[config.mk]
export PLATFORM = sky130hd
export DESIGN_NAME = cache_color_filler
export DESIGN_NICKNAME = d
export VERILOG_FILES = /design/src/rtl/cache_fill_pkg.sv /design/src/rtl/cache_fill_mem_if.sv /design/src/rtl/cache_color_filler.sv
export SDC_FILE = /design/constraint.sdc
export NUM_CORES = 1
export LEC_CHECK = 0
export ABC_AREA = 1
export CORE_MARGIN = 1.5
export CORE_UTILIZATION = 50
export DETAILED_ROUTE_END_ITERATION = 10
export PLACE_DENSITY = 0.83
export SYNTH_ARGS = -nofsm -noshare
export SYNTH_HDL_FRONTEND = slang
export SYNTH_SLANG_ARGS = --single-unit
[constraint.sdc]
create_clock -name clk -period 4 [get_ports clk]
set_input_delay 0.6 -clock clk [delete_from_list [all_inputs] [get_ports clk]]
set_output_delay 0.6 -clock clk [all_outputs]
set_load 0.01 [all_outputs]
[src/rtl/cache_fill_pkg.sv]
// Shared types and helpers for the three-channel colour-cache filler.
package cache_fill_pkg;

    localparam int CF_NCH = 3;

    typedef enum logic [2:0] {
        ST_IDLE,
        ST_FILL,
        ST_SETTLE,
        ST_PRESENT,
        ST_SHIFT,
        ST_DONE
    } fill_state_t;

    // Each cache write walks request -> write -> gap before the next request.
    typedef enum logic [1:0] {
        PH_REQ,
        PH_WRITE,
        PH_GAP
    } fill_phase_t;

    function automatic logic [2:0] even_entry(input logic [1:0] ch);
        return {ch, 1'b0};
    endfunction

    function automatic logic [2:0] odd_entry(input logic [1:0] ch);
        return {ch, 1'b1};
    endfunction

endpackage

[src/rtl/cache_fill_mem_if.sv]
// Memory read port of the filler: request/valid handshake, halfword register and
// the optional wait-cycle counter built only when CACHE_FILL_PERF_EN is defined.
module cache_fill_mem_if
    import cache_fill_pkg::*;
#(
    parameter int AW = 32
) (
    input  logic          clk,
    input  logic          rst,
    input  logic          req_en,
    input  logic [AW-1:0] req_addr,
    input  logic          clr_perf,
    input  logic          mem_valid,
    input  logic [31:0]   mem_rdata,
    output logic          mem_req,
    output logic [AW-1:0] mem_addr,
    output logic [15:0]   hw,
    output logic [15:0]   perf_stall
);

    logic [15:0] hw_q;
    logic        unused_hi;

    // Request is combinational from the FSM so it drops the moment reset hits.
    assign mem_req   = req_en;
    assign mem_addr  = req_en ? req_addr : '0;
    assign hw        = hw_q;
    assign unused_hi = ^mem_rdata[31:16];

    always_ff @(posedge clk or negedge rst) begin
        if (!rst) begin
            hw_q <= '0;
        end else if (req_en && mem_valid) begin
            hw_q <= mem_rdata[15:0];
        end
    end

`ifdef CACHE_FILL_PERF_EN
    logic [15:0] stall_q;

    always_ff @(posedge clk or negedge rst) begin
        if (!rst) begin
            stall_q <= '0;
        end else if (clr_perf) begin
            stall_q <= '0;
        end else if (req_en && !mem_valid && (stall_q != 16'hFFFF)) begin
            stall_q <= stall_q + 16'd1;
        end
    end

    assign perf_stall = stall_q;
`else
    logic unused_clr;

    assign unused_clr = clr_perf;
    assign perf_stall = '0;
`endif

endmodule

[src/rtl/cache_color_filler.sv]
// Feeds the three-channel sliding-window colour cache and presents its windows;
// the stall counter in cache_fill_mem_if exists only with CACHE_FILL_PERF_EN.
module cache_color_filler
    import cache_fill_pkg::*;
#(
    parameter int AW = 32,
    parameter int NW = 16
) (
    input  logic          clk,
    input  logic          rst,
    input  logic          start,
    input  logic [AW-1:0] base_addr [0:2],
    input  logic [NW-1:0] n_win,
    output logic          busy,
    output logic          done,
    output logic          mem_req,
    output logic [AW-1:0] mem_addr,
    input  logic          mem_valid,
    input  logic [31:0]   mem_rdata,
    output logic          cache_we,
    output logic [2:0]    cache_addr,
    output logic [32:0]   cache_di,
    output logic          cache_sh,
    output logic          win_valid,
    input  logic          win_ready,
    output logic [15:0]   perf_stall
);

    fill_state_t   state, state_nxt;
    fill_phase_t   phase, phase_nxt;
    logic [AW-1:0] ptr [CF_NCH];
    logic [NW-1:0] n_lat;
    logic [NW-1:0] win_cnt;
    logic [NW-1:0] win_nxt;
    logic [NW-1:0] sh_cnt;
    logic [1:0]    ch;
    logic          odd;
    logic          refill;
    logic          accept;
    logic          req_en;
    logic          we;
    logic [15:0]   hw;
    logic          unused_bits;

    assign win_nxt     = win_cnt + NW'(1);
    assign unused_bits = base_addr[0][0] ^ base_addr[1][0] ^ base_addr[2][0];

    always_ff @(posedge clk or negedge rst) begin
        if (!rst) begin
            state <= ST_IDLE;
            phase <= PH_REQ;
        end else begin
            state <= state_nxt;
            phase <= phase_nxt;
        end
    end

    always_comb begin
        state_nxt = state;
        phase_nxt = phase;
        accept    = 1'b0;
        req_en    = 1'b0;
        we        = 1'b0;
        cache_sh  = 1'b0;
        win_valid = 1'b0;
        done      = 1'b0;
        case (state)
            ST_IDLE, ST_DONE: begin
                done      = (state == ST_DONE);
                state_nxt = ST_IDLE;
                phase_nxt = PH_REQ;
                if (start) begin
                    accept    = 1'b1;
                    state_nxt = (n_win != '0) ? ST_FILL : ST_DONE;
                end
            end
            ST_FILL: begin
                case (phase)
                    PH_REQ: begin
                        req_en = 1'b1;
                        if (mem_valid) phase_nxt = PH_WRITE;
                    end
                    PH_WRITE: begin
                        we        = 1'b1;
                        phase_nxt = PH_GAP;
                    end
                    default: begin
                        // ch steps past the last channel once the burst's final write lands
                        phase_nxt = PH_REQ;
                        if (ch == 2'(CF_NCH)) state_nxt = ST_SETTLE;
                    end
                endcase
            end
            ST_SETTLE: state_nxt = ST_PRESENT;
            ST_PRESENT: begin
                win_valid = 1'b1;
                if (win_ready) state_nxt = (win_nxt == n_lat) ? ST_DONE : ST_SHIFT;
            end
            ST_SHIFT: begin
                cache_sh  = 1'b1;
                phase_nxt = PH_REQ;
                state_nxt = sh_cnt[0] ? ST_FILL : ST_SETTLE;
            end
            default: state_nxt = ST_IDLE;
        endcase
    end

    always_ff @(posedge clk or negedge rst) begin
        if (!rst) begin
            for (int c = 0; c < CF_NCH; c++) ptr[c] <= '0;
            n_lat   <= '0;
            win_cnt <= '0;
            sh_cnt  <= '0;
            ch      <= '0;
            odd     <= 1'b0;
            refill  <= 1'b0;
        end else if (accept) begin
            for (int c = 0; c < CF_NCH; c++) ptr[c] <= {base_addr[c][AW-1:1], 1'b0};
            n_lat   <= n_win;
            win_cnt <= '0;
            sh_cnt  <= '0;
            ch      <= '0;
            odd     <= 1'b0;
            refill  <= 1'b0;
        end else begin
            // Every write consumes ptr[ch]; the initial load alternates even/odd
            // entries, a refill only touches the odd ones.
            if (state == ST_FILL && phase == PH_WRITE) begin
                ptr[ch] <= ptr[ch] + AW'(2);
                if (odd) begin
                    ch  <= ch + 2'd1;
                    odd <= refill;
                end else begin
                    odd <= 1'b1;
                end
            end
            if (state == ST_PRESENT && win_ready) win_cnt <= win_nxt;
            if (state == ST_SHIFT) begin
                sh_cnt <= sh_cnt + NW'(1);
                if (sh_cnt[0]) begin
                    ch     <= '0;
                    odd    <= 1'b1;
                    refill <= 1'b1;
                end
            end
        end
    end

    assign busy       = (state != ST_IDLE) && (state != ST_DONE);
    assign cache_we   = we;
    assign cache_addr = we ? (odd ? odd_entry(ch) : even_entry(ch)) : '0;
    assign cache_di   = we ? {17'd0, hw} : '0;

    cache_fill_mem_if #(
        .AW(AW)
    ) u_mem_if (
        .clk       (clk),
        .rst       (rst),
        .req_en    (req_en),
        .req_addr  (ptr[ch]),
        .clr_perf  (accept),
        .mem_valid (mem_valid),
        .mem_rdata (mem_rdata),
        .mem_req   (mem_req),
        .mem_addr  (mem_addr),
        .hw        (hw),
        .perf_stall(perf_stall)
    );

endmodule

After elaboration in Yosys (flattened, before gate mapping)
Cells that the tools add are included.
{"block": "op_classes", "n_bitwise": 1, "n_addsub": 4, "order_cmp": 2, "mux": 49, "n_reduce_logical": 20, "eq_ne": 13}
{"operator": "$mux 96", "count": 2}
{"operator": "$mux 32", "count": 4}
{"operator": "$bwmux 96", "count": 1}
{"operator": "$mux 16", "count": 5}
{"operator": "$bmux 32 s2", "count": 1}
{"operator": "$demux 32 s2", "count": 1}
{"operator": "$add 16x1->16 const B", "count": 2}
{"operator": "$add 32x2->32 const B", "count": 1}
{"operator": "$mux 1", "count": 19}
{"operator": "$mux 3", "count": 6}
{"operator": "$eq 16x16->1", "count": 1}
{"operator": "$reduce_bool 16->1", "count": 1}
{"operator": "$pmux 3 s5", "count": 1}
{"operator": "$mux 2", "count": 7}
{"operator": "$reduce_bool 2->1", "count": 5}
{"operator": "$pmux 2 s2", "count": 2}
{"operator": "$eq 3x2->1 const B", "count": 2}
{"operator": "$eq 3x3->1 const B", "count": 2}
{"operator": "$ne 2x2->1 const B", "count": 3}
{"operator": "$ne 3x3->1 const B", "count": 2}
{"operator": "$logic_and 1x1->1", "count": 5}
{"operator": "$reduce_and 2->1", "count": 2}
{"operator": "$reduce_or 2->1", "count": 2}
{"operator": "$eq 3x1->1 const B", "count": 1}
{"operator": "11 further kinds", "count": 11}
{"block": "totals", "output_inout_bits": 90, "word_cells": 101, "in_bits": 149, "reg_bits": 169}

Logic depth before layout (Yosys ltp)
{"block": "logic_depth", "word_depth": 8, "ltp_mapped": 16, "depth_no_buf": 14}

By module
Synthesis repeated with hierarchy kept, for this count alone.
{"block": "hier_totals", "hier_cells": 1431, "hier_area_um2": 9735.6}
{"mod": "cache_color_filler", "instances": 1, "cells_each": 1276, "seq_area_each_um2": 3453.3, "area_per_inst_um2": 8704.6}
{"mod": "cache_fill_mem_if", "instances": 1, "cells_each": 155, "seq_area_each_um2": 400.4, "area_per_inst_um2": 1031.0}

Worst setup path after synthesis
OpenSTA, ideal clock, no wires.
{"block": "synth_path", "path_kind": "reg-to-reg", "start": "reg ch[0]", "end": "reg ptr[95] in the netlist's numbering", "period_less_slack_ns": 2.203, "path_stages_with_launch": 16, "path_slack_ns": 1.797, "t_required_ns": 3.882, "arrival_ns": 2.085, "setup_ns": 0.118, "path_buffers": 2, "cell_sequence": "dfrtp_1 buf_4 inv_4 nand2_2 buf_6 nor2_1 a31oi_4 inv_2 ha_1 nand2_1 nor2_4 nand2_1 nor2_1 nand3_1 nand3_1 nand2_1"}
{"block": "synth_via", "elab_chain_len": 8, "word_cells_on_any_way": 13, "classes_between": "add/sub: 1; order compare: 2; mux: 8; bitwise: 1; reduce/logical: 1"}
{"element": "from (decl)", "line_no": "cache_color_filler.sv:36", "text": "logic [1:0] ch;"}
{"element": "from (signal assigned)", "line_no": "cache_color_filler.sv:131", "text": "ch <= ch + 2'd1;"}
{"element": "$not 2->3 (implied by the code) *", "line_no": "cache_color_filler.sv:129", "text": "ptr[ch] <= ptr[ch] + AW'(2);"}
{"element": "$bmux 32 s2, or another cell as far along", "line_no": "cache_color_filler.sv:129"}
{"element": "$mux 32 (implied by the code) / $logic_and 1x1->1 (equally long branches)", "line_no": "cache_color_filler.sv:129"}
{"element": "$mux 32 (implied by the code)", "line_no": "cache_color_filler.sv:129"}
{"element": "$add 32x2->32 / $demux 32 s2 (equally long branches)", "line_no": "cache_color_filler.sv:129"}
{"element": "$bwmux 96 *", "line_no": "cache_color_filler.sv:129"}
{"element": "$mux 96 *", "line_no": "cache_color_filler.sv:128", "text": "if (state == ST_FILL && phase == PH_WRITE) begin"}
{"element": "$mux 96 *", "line_no": "cache_color_filler.sv:117", "text": "end else if (accept) begin"}
{"element": "to (signal, indexed assignment)", "line_no": "cache_color_filler.sv:129"}
{"element": "to (decl)", "line_no": "cache_color_filler.sv:31", "text": "logic [AW-1:0] ptr [CF_NCH];"}
Mark *: on every way between the ends. The rest lies on a longest branch, timed or not. The select of a mux whose other input is x is not followed.
A chain may end at the register's enable or synchronous reset.

Final worst setup path
{"block": "layout_path", "start": "reg ch[1]", "end": "out mem_addr[18]"}
{"block": "layout_via", "elab_chain_len": 5}
{"element": "$not 2->3 (implied by the code)", "line_no": "cache_color_filler.sv:160", "text": ".req_addr (ptr[ch]),"}
{"element": "$bmux 32 s2", "line_no": "cache_color_filler.sv:160"}
{"element": "$mux 32 (implied by the code) (2 in a row)", "line_no": "cache_color_filler.sv:160"}
{"element": "$mux 32", "line_no": "cache_fill_mem_if.sv:26", "text": "assign mem_addr = req_en ? req_addr : '0;"}
{"element": "to (decl)", "line_no": "cache_color_filler.sv:17", "text": "output logic [AW-1:0] mem_addr,"}
No other way between the ends. The select of a mux whose other input is x is not followed.

==> flow_summary.toml <==
[critical_path]
worstPathCellList = "nand2_2, buf_4, o21ai_1, inv_1, nor2_1, clkdlybuf4s50_1"
crit_type = "flop to output pin"
crit_fanout = 14
cp-end-kind = "output pin"
cp_data_arrival_time_ns = 3.03
r2r_end = "ptr[15]"
critPathLaunchType = "flop"
slowest_delay_ns = 0.64
r2r-start = "ch[1]"
crit_start = "ch[1]"
cp.required_ns = 3.40
rrSetupSlack_ns = 0.77
r2r_cells = 9
crit_path_end = "mem_addr[18]"
cp_slowest_cell = "dfrtp_1"

[sta]
hold_viol = 0
tightest_slew_ns = 0.956
fin_setup_tns_ns = 0
post-route-min-period_ns = 3.63
fin_crit_sh_pct = 90.7
maxSlewHeadroom_pct = 36.1
rsz0062_at_grt = "no"
slew_violations = 0
fmax_mhz = 276
clock-skew-final_ns = 0.00809
setup_violations = 0

[die]
die_h_um = 143
die_area_mm2 = 0.0203
die_x_um = 143
rows = 50
start_util_pct = 51.5
core_area_mm2 = 0.0189
ios = 239

[drt]
postRouteAntennaNets = 0
drc = 0
dr.pass1.iters = 8
post_drt_wl_per_cell_um = 16.5
avgViaCountPerCell = 5.40
drt-total-wl_um = 30500
drt-initial-drc-count = 945
dr_total_vias = 9997

[logic_synthesis]
synth_top_area_share_pct = 39.6
synth_warnings = 0
syn_area_mm2 = 0.00974
avgSynthCellArea_um2 = 6.89
synth_edf_count = 0
ys.flop_type = "dfrtp_1"
synth-seq-area-share_pct = 39.6
async_flop_share_pct = 100
synth_area_leaders = "dfrtp_1, nand2_1, nand3_1, inv_1, nor2_1"
yosysUniqueCellTypes = 43
synth_seq_cells = 154
yosysTopAreaCell = "dfrtp_1"
netlist_instances = 1413

[layout]
final_common_cell = "nand2_1"
syn2layout_area_growth_pct = 26.4
final_cells = 1852
nNetsFinal = 1733
final_cell_mix = "nand2_1, inv_1, clkdlybuf4s50_1, nand3_1, dfrtp_1"
drive_above_1_share_pct = 5.53

[global_route]
grt_max_degree = 89
grt_pass1_vias = 9696
antenna_found_initial = 1
grt-ovfl-total = 0
grt_usage_pct = 30.4
grt_pass1_wl_um = 48200

[clock_tree]
cts_root_buffer = "clkbuf_16"
worstSkewPairLatency_ns = 0.44
cts_tree = "built"
cts_buffers = 17
cts_setup_buffers = 0
htree_levels = 4
cts_hold_buf = 0
cts.sinks = 154
cts.path.max_buffers = 2
ctsResizeCount = 0
clkSlewWorstSetupHoldPaths_ns = 0.06

[run_status]
status = "finished, final reports clean"

[min_path]
hp-class = "input port to asynchronous set/reset pin"

[power_and_ir_drop]
total_power_w = 0.00993
p_leak_nw = 5.83
power_density_mw_per_mm2 = 807
vdd_drop_max_mv = 0.419

[placed_design]
io_buffers = 186
gp_congestion = 0.949
hpwl_um = 21400
dp.cells = 1819

[flow_run]
max_cap_viol_count = 0
[critical path: cells and delay by family, from the launching register on]
kind | cells | cell delay (ns)
AO/OA/AOI/OAI | 1 | 0.43
AND/OR/NAND/NOR | 2 | 0.51
flip-flops | 1 | 0.64
buffers and inverters | 3 | 1.03
[state kept, by name, indices dropped and copies added, names as in the netlist]
name         count
ch               2
win_cnt         16
phase            2
state            3
sh_cnt           1
odd              1
n_lat           16
ptr             96
u_mem_if.hw     16
refill           1
[where the power goes]
part	internal, W	leakage [nW]	switching, W
Sequential	0.00224	1.91	0.000326
Combinational	0.00193	3.62	0.00372
Clock	0.00101	0.297	0.000703
Total	0.00518	5.83	0.00475
[area by class of cell]
| class | instances | area (µm²) |
|---|---|---|
| Timing Repair Buffer | 201 | 2000 |
| Antenna cell | 1 | 2.50 |
| Inverter | 228 | 858 |
| Clock buffer | 20 | 447 |
| Tap cell | 260 | 325 |
| Sequential cell | 154 | 3850 |
| Clock inverter | 12 | 166 |
| Fill cell | 1706 | 6580 |
| Multi-Input combinational cell | 976 | 4660 |
[cell families after synthesis]
logic type / after synthesis / synth area share (%)
other: 1 / 0.0385
XOR/XNOR: 13 / 1.68
adder cells (fa/ha/maj): 6 / 0.771
buffers and inverters: 315 / 13.9
flip-flops: 154 / 39.6
AO/OA/AOI/OAI: 176 / 11.4
AND/OR/NAND/NOR: 748 / 32.6
[worst min-delay path by stage]
stage                            to  slack, ns  depth (start not counted)
finish              u_mem_if.hw[14]       0.24                          1
global route         u_mem_if.hw[0]       0.30                          1
CTS                 u_mem_if.hw[14]       0.28                          1
detailed placement          ptr[91]       0.48                          2
global placement             ptr[0]       0.47                          2
floorplan                     ch[0]       0.30                          0
[metal layers]
| layer | share of wire, % | track usage (%) |
|---|---|---|
| met1 | 42 | 40.3 |
| met4 | 3.2 | 14.2 |
| met3 | 9.7 | 6.36 |
| met2 | 45 | 47.8 |
| met5 | 0 | 0 |
[Yosys cell counts, drive strengths merged, types with 5 or more instances]
cell / instances
o221ai: 15
nand4: 14
dfrtp: 154
nand3: 175
o211ai: 11
o21bai: 11
nand2: 393
o21ai: 95
nor3: 5
nor2: 151
nand3b: 6
xor2: 10
buf: 55
o22ai: 12
ha: 6
clkbuf: 32
inv: 226
a21oi: 24
[metrics by stage]
step	util, %	hold slack (ns)	cell area, µm²	setup slack, ns
2_1_floorplan	-	0.304	9860	1.80
3_5_place_dp	61.9	0.484	11700	0.910
4_1_cts	65.1	0.282	12300	0.430
6_report	65.2	0.236	12300	0.373
3_3_place_gp	61.9	0.468	11700	0.930
5_1_grt	65.1	0.303	12300	0.339
No activity file was read; power rests on OpenSTA's default activity.
